### src/rtl/siso_frame_rx.sv
// Serial frame receiver: start(1), DATA_W data bits LSB first, optional even parity, stop(0).
// Latency: a good word appears on dout/dout_valid at the edge that samples its stop bit.
// Backpressure: single holding register; a good frame arriving while it is full and not being accepted is dropped and sets sticky overrun.
module siso_frame_rx #(
    parameter int DATA_W    = 8,
    parameter int PARITY_EN = 1
) (
    input  logic              clk,
    input  logic              rst,
    input  logic              si,
    output logic [DATA_W-1:0] dout,
    output logic              dout_valid,
    input  logic              dout_ready,
    output logic              parity_err,
    output logic              frame_err,
    output logic              overrun,
    output logic              busy
);

    localparam int CW = $clog2(DATA_W);

    typedef enum logic [1:0] {IDLE, DATA, PARITY, STOP} state_t;

    state_t            state;
    logic [CW-1:0]     cnt;
    logic [DATA_W-1:0] shreg;
    logic              par_bit;
    logic              par_ok;

    // Even parity: data bits XOR parity bit must be zero.
    assign par_ok = (PARITY_EN == 0) || ((^shreg) == par_bit);
    assign busy   = (state != IDLE);

    always_ff @(posedge clk) begin
        if (!rst) begin
            state      <= IDLE;
            cnt        <= '0;
            shreg      <= '0;
            par_bit    <= 1'b0;
            dout       <= '0;
            dout_valid <= 1'b0;
            parity_err <= 1'b0;
            frame_err  <= 1'b0;
            overrun    <= 1'b0;
        end else begin
            parity_err <= 1'b0;
            frame_err  <= 1'b0;
            if (dout_valid && dout_ready)
                dout_valid <= 1'b0;

            case (state)
                IDLE: begin
                    cnt <= '0;
                    if (si)
                        state <= DATA;
                end
                DATA: begin
                    shreg <= {si, shreg[DATA_W-1:1]};
                    cnt   <= cnt + CW'(1);
                    if (cnt == CW'(DATA_W - 1))
                        state <= (PARITY_EN != 0) ? PARITY : STOP;
                end
                PARITY: begin
                    par_bit <= si;
                    state   <= STOP;
                end
                STOP: begin
                    // The stop sample always returns to IDLE, so it can never start a frame.
                    state <= IDLE;
                    if (si)
                        frame_err <= 1'b1;
                    else if (!par_ok)
                        parity_err <= 1'b1;
                    else if (!dout_valid || dout_ready) begin
                        dout       <= shreg;
                        dout_valid <= 1'b1;
                    end else
                        overrun <= 1'b1;
                end
                default: state <= IDLE;
            endcase
        end
    end

endmodule

### config.mk
export PLATFORM = sky130hd
export DESIGN_NAME = siso_frame_rx
export DESIGN_NICKNAME = d
export VERILOG_FILES = /design/src/rtl/siso_frame_rx.sv
export SDC_FILE = /design/constraint.sdc
export NUM_CORES = 1
export LEC_CHECK = 0
export ABC_AREA = 1
export BUFFER_PORTS_ARGS = -buffer_cell sky130_fd_sc_hd__buf_2
export CAP_MARGIN = 20
export CORE_UTILIZATION = 55
export DETAILED_ROUTE_END_ITERATION = 16
export HOLD_SLACK_MARGIN = 0.12
export PLACE_DENSITY = 0.77
export SYNTH_ARGS = -nofsm -noshare
export SYNTH_HDL_FRONTEND = slang
export SYNTH_SLANG_ARGS = --single-unit
### constraint.sdc
create_clock -name clk -period 1.5 [get_ports clk]
set_input_delay 0.15 -clock clk [delete_from_list [all_inputs] [get_ports clk]]
set_output_delay 0.15 -clock clk [all_outputs]
set_load 0.01 [all_outputs]
### Yosys cells after proc, flatten, opt, wreduce, memory -nomap -nowiden

Cells that the tools add are included.
Widths: inputs -> output; s select.

* input port bits: 4
* word-level logic and storage cells: 44
* output and inout bits: 13
* bits in registers: 26

* reductions and logical operators: 12
* $add $sub $neg: 1
* mux-type cells: 11
* eq/ne operators: 7
* bitwise gates (word level): 4

Operators with widths (count)
* $pmux 2 s4: 1
* $reduce_and 4->1: 2
* $reduce_xor 8->1: 1
* $mux 1: 7
* $pmux 3 s2: 1
* $eq 2x2->1 const B: 2
* $mux 2: 2
* $ne 2x2->1 const B: 2
* $not 1->1: 4
* $reduce_and 2->1: 2
* $reduce_bool 2->1: 2
* $add 3x1->3 const B: 1
* $eq 3x3->1 const B: 1
* $reduce_or 3->1: 1
* $eq 2x1->1 const B: 1
* $logic_not 2->1: 1
* $eq 1x1->1: 1
* $logic_and 1x1->1: 1
* $logic_not 1->1: 1
* $logic_or 1x1->1: 1

### Logic depth before layout (Yosys ltp)

Gate-level depths: netlist of run 1.

* word-level depth: 6
* mapped depth: 12
* depth with buffers taken out: 12

### Worst setup path after synthesis of run 1

OpenSTA, ideal clock, no wires.

* path kind: reg-to-reg
* from: reg state[0]
* to: reg dout[0]
* period minus slack after synthesis: 1.378 ns
* setup time: 0.064 ns
* cell stages (with the launch flop): 8
* path buffers: 0
* arrival time: 1.314 ns
* slack: 0.122 ns
* required time: 1.436 ns
* cells stage by stage: dfxtp_1 -> ha_1 -> inv_1 -> nor2_1 -> nand3_4 -> nand2_1 -> inv_1 -> nor2_1

* cells in the longest elaborated chain, start to end: 2

RTL lines
* start, declared: RTL line 24 `state_t state;`
* start signal, assigned: RTL line 61 `state <= (PARITY_EN != 0) ? PARITY : STOP;`
* $eq 2x2->1: RTL line 51 `case (state)`
* $reduce_and 4->1 (no line)
* end signal, assigned: RTL line 75 `dout <= shreg;`
* end, declared: RTL line 11 `output logic [DATA_W-1:0] dout,`

Every way passes these cells.
A chain may end at the register's enable or synchronous reset.

### Final worst setup path of run 1

* from: reg shreg[4]
* to: reg dout[0]

* cells in the longest elaborated chain, start to end: 3

RTL lines
* start, declared: RTL line 26 `logic [DATA_W-1:0] shreg;`
* start signal, assigned: RTL line 58 `shreg <= {si, shreg[DATA_W-1:1]};`
* $reduce_xor 8->1: RTL line 31 `assign par_ok = (PARITY_EN == 0) || ((^shreg) == par_bit);`
* $eq 1x1->1: RTL line 31
* $reduce_and 4->1 (no line)

Every way passes these cells.

==> results of run 1 <==
==> cells by family after synthesis <==
logic type	count (synthesis)	share of synthesized area [%]
DFF	26	40.74
xor gates and xnor gates	1	0.6857
and+or+nand+nor	75	26.64
adders and majority gates	7	6.856
buffers and inverters	45	14.20
AOI/OAI and AO/OA	27	10.87
==> sequential cells by signal, indices dropped and copies added (netlist names) <==
signal      flops
dout_valid      1
dout            8
overrun         1
par_bit         1
frame_err       1
parity_err      1
shreg           8
cnt             3
state           2
==> layer usage <==
| layer | wire length (um) | GRT usage (%) | part of all wire (%) | up-vias |
|---|---|---|---|---|
| met4 | 70 | 10.95 | 2.6 | 0 |
| met3 | 96 | 3.939 | 3.5 | 7 |
| met2 | 1395 | 41.11 | 51 | 30 |
| met1 | 1182 | 24.76 | 43 | 554 |
| met5 | 0 | 0 | 0 | - |
| li1 | - | - | - | 604 |
==> critical path, delay by kind of cell, from the launching register on <==
family	cells	cell delay (ps)
buf+inv	1	40
simple gates	7	790
flops	1	370
xor+xnor	1	240
==> per-stage QoR <==
stage | utilization [%] | power (mW) | std cells | instance area, um2
2_1_floorplan | - | 2.052 | 181 | 1277
3_3_place_gp | 62.65 | 2.149 | 221 | 1373
3_5_place_dp | 62.65 | 2.231 | 221 | 1373
4_1_cts | 65.96 | 2.717 | 227 | 1445
5_1_grt | 70.13 | 3.468 | 230 | 1536
6_report | 70.13 | 3.261 | 230 | 1536
==> cells in the final DEF (no fill, tap or decap) <==
cell,count
bufinv_16,1
o22ai_2,1
nand2_2,5
dlygate4sd3_1,2
clkbuf_4,3
o21ai_0,10
nand3_4,2
a211oi_1,1
nor2_1,19
nand3_1,2
inv_1,34
dfxtp_1,17
nor3_1,2
xor2_1,1
nand2_4,4
inv_2,5
a21oi_1,15
nand2_1,31
buf_4,4
buf_2,16
nand4_1,8
nand3_2,3
ha_1,7
dfxtp_2,9
==> worst min path at each step <==
| stage | startpoint | endpoint | slack [ps] | cells past startpoint |
|---|---|---|---|---|
| final | rst | dout[1] | 180 | 3 |
| after global routing | rst | dout[0] | 190 | 3 |
| after CTS | rst | dout[1] | 180 | 3 |
| after detailed placement | si | parity_err | 370 | 2 |
| after global placement | si | parity_err | 380 | 2 |
| after floorplan | si | parity_err | 230 | 1 |
==> report_power, final <==
| group | internal [mW] | switching [mW] |
|---|---|---|
| clock | 0.270 | 0.230 |
| combinational | 0.616 | 1.13 |
| sequential | 0.876 | 0.139 |
| total | 1.76 | 1.50 |
==> cell type report <==
type                       instances  area (um2)
inverter                          39       146.4
fill                             190       654.4
timing repair buffer              22       130.1
sequential                        26       531.8
clock buffer                       3       22.52
clock inverter                     1       30.03
multi-input combinational        111       640.6
tap                               28       35.03
==> repair_timing <==
item                       in CTS  in global routing
hold buffers                    2                  0
setup endpoints to repair       0                 12
buffers inserted                0                  2
hold endpoints to repair        2                  0
gates resized for setup         0                 24
==> metrics.md, run 1 <==
| Metric | Value |
|---|---|
| RSZ-0062 raised after global routing | `true` |
| Final Cycle Share | `99.23%` |
| Buffers on Ports | `16` |
| Dominant cells by area after synthesis | `dfxtp_1 41%, nand2_1 11%, inv_1 10%` |
| Gr usage total | `22.55%` |
| Ys async rst share | `0%` |
| Reg2reg end | `dout[0]` |
| Largest net degree at the start of global routing | `21` |
| Fin crit period | `1488 ps` |
| Final Hold Viols | `0` |
| Clk buf depth | `2` |
| Fmax | `671.8 MHz` |
| Outcome | `finished clean` |
| Synth Instances | `181` |
| Maximum vdd drop | `1.499 mV` |
| Slowest CP cell | `dfxtp_2` |
| Die footprint | `2520 um2` |
| Static Leak | `0.7566 nW` |
| Post-synthesis cell type count | `21` |
| Nets | `214` |
| Critical path arrival | `1770 ps` |
| Synthesized area per cell | `7.058 um2` |
| Critical Path Most Common Cell | `nand2_4` |
| Clock slew at reported path FFs | `160 ps` |
| Critical path's largest stage delay | `370 ps` |
| Global-route wire length before repair | `4333 um` |
| Routability cong. | `0.7955` |
| Total grt overflow | `0` |
| TritonRoute pass-1 iters | `4` |
| Post-Syn Area | `1277 um2` |
| # DRC | `0` |
| Final ANT Viol Nets | `0` |
| Num ports | `17` |
| Top cells by count, synth | `37 x nand2_1, 35 x inv_1, 26 x dfxtp_1, 19 x nor2_1, 15 x a21oi_1` |
| Most common cell in the synthesized netlist | `nand2_1` |
| CTS root buffer | `clkbuf_4` |
| RR Startpoint | `shreg[4]` |
| Synth-to-Final Area Change | `20.27%` |
| Hpwl dp | `1784 um` |
| EDFF count, synth | `0` |
| Die X | `50.20 um` |
| CTS buffer count | `3` |
| Crit-path cells | `xor2_1 > nand3_2 > nand2_4 > nand2_4 > nand2_4 > nand3_4 > nand2_1 > inv_1 > nor2_1` |
| Post-route setup TNS | `0 ps` |
| Starting Density | `58.31%` |
| Vias per cell | `5.196` |
| Total number of vias | `1,195` |
| # H-tree levels | `1` |
| Worst slew pin tran | `444.6 ps` |
| CP Class | `reg -> reg` |
| #FFs+latches synth | `26` |
| Clk_lat worst skew | `330 ps` |
| Seq/Total Area, Yosys | `40.74%` |
| Hold Crit Class | `in -> reg` |
| Core area | `2191 um2` |
| Prevailing post-synth register cell | `dfxtp_1` |
| Final setup vio count | `0` |
| Site Rows | `17` |
| Pwr dens | `2122 nW/um2` |
| MaxCap Viol Count | `0` |
| Slew Limit Headroom | `70.33%` |
| R2R setup slack | `10 ps` |
| Synth area leader | `dfxtp_1` |
| Drt total wl | `2743 um` |
| Vias in the first global route | `1,066` |
| Clk sink count | `26` |
| Yosys top cell area share | `40.74%` |
| Synthesized net count | `192` |
| Crit start category | `flip-flop` |
| Required @ worst endpoint | `1780 ps` |
| Avg WL per Cell | `11.93 um` |
| Share of layout cells above drive strength 1 | `26.24%` |
| Worst setup EP type | `flip-flop` |
| Final worst slack | `11.56 ps` |
| Yosys warnings | `0` |
| Setup crit end | `dout[0]` |
| R2R depth | `9` |
| CTS tree | `done` |
| Final hold slack | `177.8 ps` |
| Critical Path Source | `shreg[4]` |
| Setup slack at placement | `54.04 ps` |
| Die height | `50.20 um` |
| Clk_skew | `7.910 ps` |
| Initial detailed-routing violation count | `35` |
| Fin. max-slew vios | `0` |
| Diode count | `0` |
| Critical-path maximum fanout | `8` |
| Initial antenna violation count | `0` |
Note: power is estimated with default switching activity, not from simulation.
==> run 2, diff against run 1 <==
--- a/config.mk
+++ b/config.mk
@@ -8,6 +8,7 @@
 export ABC_AREA = 1
 export BUFFER_PORTS_ARGS = -buffer_cell sky130_fd_sc_hd__buf_2
 export CAP_MARGIN = 20
+export CORE_MARGIN = 10
 export CORE_UTILIZATION = 55
 export DETAILED_ROUTE_END_ITERATION = 16
 export HOLD_SLACK_MARGIN = 0.12
==> metrics.md, run 2 (synthesized netlist as in run 1, its figures left out) <==
| Metric | Value |
|---|---|
| CP Class | `reg -> reg` |
| Hold Crit Class | `in -> reg` |
| Clk_skew | `10.81 ps` |
| CTS root buffer | `clkbuf_4` |
| Starting Density | `57.75%` |
| Static Leak | `0.7253 nW` |
| Most frequent cells in the layout | `34 x inv_1, 34 x nand2_1, 19 x nor2_1, 17 x dfxtp_1, 16 x buf_2` |
| Hpwl dp | `1915 um` |
| Die footprint | `4651 um2` |
| Fin. max-slew vios | `0` |
| Core area | `2212 um2` |
| Pwr dens | `1962 nW/um2` |
| Num ports | `17` |
| Avg WL per Cell | `11.21 um` |
| Buffers on Ports | `16` |
| Clk sink count | `26` |
| Outcome | `finished clean` |
| Critical Path Source | `shreg[6]` |
| Global-route wire length before repair | `4222 um` |
| Final worst slack | `93.27 ps` |
| Initial antenna violation count | `0` |
| Required @ worst endpoint | `1760 ps` |
| TritonRoute pass-1 iters | `4` |
| Nets | `213` |
| # DRC | `0` |
| Site Rows | `17` |
| Fmax | `710.9 MHz` |
| Diode count | `0` |
| Setup slack at placement | `31.07 ps` |
| Initial detailed-routing violation count | `52` |
| Clock slew at reported path FFs | `140 ps` |
| Critical path arrival | `1670 ps` |
| Vias per cell | `4.868` |
| Final ANT Viol Nets | `0` |
| R2R depth | `12` |
| Worst setup EP type | `flip-flop` |
| Critical-path maximum fanout | `6` |
| Fillcell total | `191` |
| Final Hold Viols | `0` |
| Crit start category | `flip-flop` |
| Fin crit period | `1407 ps` |
| CTS buffer count | `3` |
| Total grt overflow | `0` |
| Total number of vias | `1,110` |
| Largest registers | `dout x8, shreg x8, cnt x3` |
| MaxCap Viol Count | `0` |
| Setup crit end | `dout[3]` |
| Die X | `68.20 um` |
| Largest net degree at the start of global routing | `21` |
| Worst slew pin tran | `412.9 ps` |
| CTS tree | `done` |
| Share of layout cells above drive strength 1 | `23.50%` |
| Reg2reg end | `dout[3]` |
| R2R setup slack | `90 ps` |
| Final setup vio count | `0` |
| Die height | `68.20 um` |
| Clk_lat worst skew | `330 ps` |
| Clk buf depth | `2` |
| # H-tree levels | `1` |
| Fin util | `66.91%` |
| Vias in the first global route | `1,027` |
| RSZ-0062 raised after global routing | `true` |
| Synth-to-Final Area Change | `15.87%` |
| Maximum vdd drop | `1.040 mV` |
| RR Startpoint | `shreg[6]` |
| Routability cong. | `0.7502` |
| Slew Limit Headroom | `72.44%` |
| Drt total wl | `2556 um` |
| Final Cycle Share | `93.78%` |
| Gr usage total | `11.39%` |
## run 2: cell count changes in the layout (fill, tap and decap cells not counted), sizes merged
cell | previous run | this run
bufinv | 1 | 0
nand2 | 40 | 39
## run 2: where the power goes
group	switching (mW)	total (mW)	internal [mW]
combinational	0.899	1.59	0.691
clock	0.203	0.297	0.0944
sequential	0.142	1.02	0.877
## run 2: final cells by class
type	instances	area [um2]	area share, %
inverter	39	146.4	9.890
tap	28	35.03	2.367
sequential	26	531.8	35.93
multi-input combinational	110	601.8	40.66
timing repair buffer	22	142.6	9.637
clock buffer	3	22.52	1.522
## run 2: how the worst min path moves through the flow
| stage | from | to | depth (start not counted) |
|---|---|---|---|
| finish | rst | dout[6] | 3 |
| global route | rst | dout[2] | 3 |
| CTS | rst | dout[2] | 3 |
| detailed placement | si | parity_err | 2 |
| global placement | si | parity_err | 2 |
| floorplan | si | parity_err | 1 |
## run 2: worst max-delay path, cell delays in order (launching register included)
cell and delay (ps):
dfxtp_2 360, nand2_1 80, inv_1 40, nor2_1 90, nand2_1 70, nand2_2 90
inv_1 40, nand3_1 100, nand2_4 100, buf_12 140, nand4_1 60, nand2_1 70
nor2_1 100
## run 2: per-layer routing
layer | routed length (um) | track usage [%] | up-vias
li1 | - | - | 596
met1 | 1109 | 12.92 | 489
met2 | 1244 | 20.00 | 20
met3 | 132 | 2.773 | 5
met4 | 70 | 4.523 | 0
met5 | 0 | 0 | -
## run 2: metrics by stage
stage | std cells | setup TNS, ps | hold slack [ps] | instance area (um2) | total power, mW
finish | 228 | 0 | 181.5 | 1480 | 2.905
global route | 228 | -55.64 | 201.7 | 1480 | 3.177
CTS | 226 | 0 | 189.0 | 1415 | 2.508
detailed placement | 221 | 0 | 388.7 | 1373 | 2.217
global placement | 221 | 0 | 382.8 | 1373 | 2.148
floorplan | 181 | 0 | 228.2 | 1277 | 2.052
## run 2: what timing repair did
action | in CTS | in global routing
hold endpoints to repair | 2 | 0
buffers inserted | 0 | 2
endpoints found under the setup margin | 0 | 12
hold buffers | 2 | 0
resized for setup | 0 | 16
==> run 3, diff against run 2 <==
--- a/config.mk
+++ b/config.mk
@@ -5,14 +5,12 @@
 export SDC_FILE = /design/constraint.sdc
 export NUM_CORES = 1
 export LEC_CHECK = 0
-export ABC_AREA = 1
 export BUFFER_PORTS_ARGS = -buffer_cell sky130_fd_sc_hd__buf_2
 export CAP_MARGIN = 20
 export CORE_MARGIN = 10
-export CORE_UTILIZATION = 55
+export CORE_UTILIZATION = 35
 export DETAILED_ROUTE_END_ITERATION = 16
 export HOLD_SLACK_MARGIN = 0.12
-export PLACE_DENSITY = 0.77
 export SYNTH_ARGS = -nofsm -noshare
 export SYNTH_HDL_FRONTEND = slang
 export SYNTH_SLANG_ARGS = --single-unit
==> constraint.sdc (replaced) <==
create_clock -name clk -period 1.7 [get_ports clk]
set_input_delay 0.17 -clock clk [delete_from_list [all_inputs] [get_ports clk]]
set_output_delay 0.17 -clock clk [all_outputs]
set_load 0.01 [all_outputs]
==> metrics.md, run 3 <==
| Metric | Value |
|---|---|
| RR Startpoint | `shreg[5]` |
| Nets | `156` |
| CP Class | `reg -> reg` |
| # H-tree levels | `1` |
| Required @ worst endpoint | `1960 ps` |
| Worst slew pin tran | `333.9 ps` |
| Routability cong. | `0.7100` |
| Non-filler cells in the finished layout | `190` |
| Diode count | `0` |
| Clk_lat worst skew | `320 ps` |
| Slew Limit Headroom | `77.74%` |
| Site Rows | `21` |
| Hpwl dp | `1676 um` |
| Critical-path maximum fanout | `8` |
| Final setup vio count | `0` |
| # DRC | `0` |
| Vias per cell | `4.453` |
| Top cells by count, synth | `26 x dfxtp_1, 19 x nand2_1, 18 x mux2i_1, 9 x nor2b_1, 7 x ha_1` |
| RSZ-0062 raised after global routing | `true` |
| Final Cycle Share | `99.81%` |
| Total power draw | `1.554 mW` |
| Outcome | `finished clean` |
| Grt met2 use | `12.85%` |
| Hold Crit Class | `in -> reg` |
| CTS buffer count | `3` |
| Starting Density | `35.85%` |
| Fin. max-slew vios | `0` |
| Crit start category | `flip-flop` |
| Sw Ratio | `31.62%` |
| NetSw | `0.4915 mW` |
| Vias in the first global route | `804` |
| Cells after DPL | `184` |
| Clock slew at reported path FFs | `140 ps` |
| GR Util met1 | `8.077%` |
| Clk buf depth | `2` |
| R2R depth | `5` |
| Seq/Total Area, Yosys | `44.21%` |
| Final Cell Area | `1438 um2` |
| Grt met3 use | `1.728%` |
| GR peak layer | `met2` |
| Worst setup EP type | `flip-flop` |
| Commonest non-fill, non-tap cell in the layout | `dfxtp_1` |
| Maximum vdd drop | `0.4924 mV` |
| Die X | `78 um` |
| EDFF count, synth | `0` |
| Static Leak | `0.6292 nW` |
| MaxCap Viol Count | `0` |
| Die footprint | `6084 um2` |
| HP Start | `dout_ready` |
| Synthesized net count | `128` |
| Fillcell total | `329` |
| Int Pwr | `1.063 mW` |
| Comb power frac | `34.6%` |
| Setup slack at placement | `-15.57 ps` |
| Core area | `3284 um2` |
| Most common cell in the synthesized netlist | `dfxtp_1` |
| Buffers on Ports | `16` |
| Synth area leader | `dfxtp_1` |
| Synth Instances | `117` |
| Dominant cells by area after synthesis | `dfxtp_1 44%, mux2i_1 15%, ha_1 7.4%` |
| Worst Hold End | `dout_valid` |
| Final worst slack | `3.217 ps` |
| Ys async rst share | `0%` |
| Drt total wl | `2188 um` |
| Avg WL per Cell | `11.52 um` |
| Reg power frac | `45.4%` |
| Largest net degree at the start of global routing | `22` |
| #FFs+latches synth | `26` |
| Post-synthesis cell type count | `23` |
| R2R setup slack | `3 ps` |
| Num ports | `17` |
| Hold Path Depth | `4` |
| Initial detailed-routing violation count | `46` |
| Share of layout cells above drive strength 1 | `25.69%` |
| Gr usage total | `7.341%` |
| Prevailing post-synth register cell | `dfxtp_1` |
| Yosys top cell area share | `44.21%` |
| Yosys warnings | `0` |
| Final ANT Viol Nets | `0` |
| Post-Syn Area | `1177 um2` |
| DP Area | `1381 um2` |
| Global-route wire length before repair | `3705 um` |
| Part of the power in the clock network | `20.1%` |
| Total grt overflow | `0` |
| Pwr dens | `1081 nW/um2` |
| Most frequent cells in the layout | `23 x dfxtp_1, 19 x nand2_1, 18 x mux2i_1, 16 x buf_2, 10 x buf_4` |
| Synthesized area per cell | `10.06 um2` |
| TritonRoute pass-1 iters | `4` |
| Total number of vias | `846` |
| Initial antenna violation count | `0` |
| Largest registers | `dout x8, shreg x8, cnt x3` |
| Synth-to-Final Area Change | `22.10%` |
| Fin crit period | `1697 ps` |
| CTS tree | `done` |
| Fmax | `589.4 MHz` |
| Critical path arrival | `1950 ps` |
| Die height | `78 um` |
| Final Hold Viols | `0` |
| Hold_buf cts | `0` |
| Clk_skew | `2.088 ps` |
| Clk sink count | `26` |
| Reg2reg end | `dout[7]` |
| CTS root buffer | `clkbuf_4` |
| Fin util | `43.77%` |
## run 3: power groups by stage
| stage | registers, mW | clock network, mW | logic (mW) |
|---|---|---|---|
| after floorplan | 0.713 | 0 | 0.381 |
| after global placement | 0.713 | 0 | 0.527 |
| after detailed placement | 0.716 | 0 | 0.538 |
| after CTS | 0.707 | 0.332 | 0.543 |
| after global routing | 0.715 | 0.344 | 0.595 |
| final | 0.705 | 0.312 | 0.537 |
## run 3: metal layers
layer,share of wire (%),vias up
met5,0,-
met3,4.0,2
li1,-,442
met1,45,394
met2,49,8
met4,1.3,0
## run 3: cell type report
| type | count | area [um2] | share of cell area [%] |
|---|---|---|---|
| inverters | 5 | 18.77 | 1.305 |
| multi-input cells | 82 | 625.6 | 43.52 |
| clock buffers | 4 | 36.28 | 2.524 |
| flip-flops and latches | 26 | 524.3 | 36.47 |
| repair buffers | 27 | 175.2 | 12.18 |
| well taps | 46 | 57.56 | 4.003 |
## run 3: stage by stage
step                      setup TNS [ps]  hold WS, ps
final                                  0        157.3
after global routing              -507.8        178.3
after CTS                         -10.34        141.8
after detailed placement          -23.72        446.0
after global placement                 0        435.9
after floorplan                   -29.95        315.9
## run 3: worst max-delay path, cell delays in order, from the launching register on
cell     delay [ps]
dfxtp_2         360
xnor3_1         390
or3b_4          390
mux2i_4         170
buf_12          150
mux2i_1         170
## run 3: how the worst max path moves through the flow
stage | from | endpoint | slack, ps | cells past startpoint
after global routing | shreg[5] | dout[5] | -80 | 5
final | shreg[5] | dout[7] | 3 | 5
after CTS | shreg[5] | dout[5] | -9 | 5
after floorplan | par_bit | dout[0] | -4 | 4
after global placement | par_bit | dout[5] | 40 | 5
after detailed placement | state[1] | dout[7] | -20 | 6
## run 3: cells by family after synthesis
| family | after synthesis | share of synthesized area, % |
|---|---|---|
| buf+inv | 9 | 2.869 |
| compound gates | 7 | 3.720 |
| fa+ha+maj | 7 | 7.439 |
| simple gates | 43 | 17.75 |
| flops | 26 | 44.21 |
| xor+xnor | 6 | 6.802 |
| mux | 19 | 17.22 |
## run 3: timing repair
action	in CTS	in global routing
pin swaps	1	0
setup buffers	2	0
endpoints found under the setup margin	8	8
resized for setup	2	1
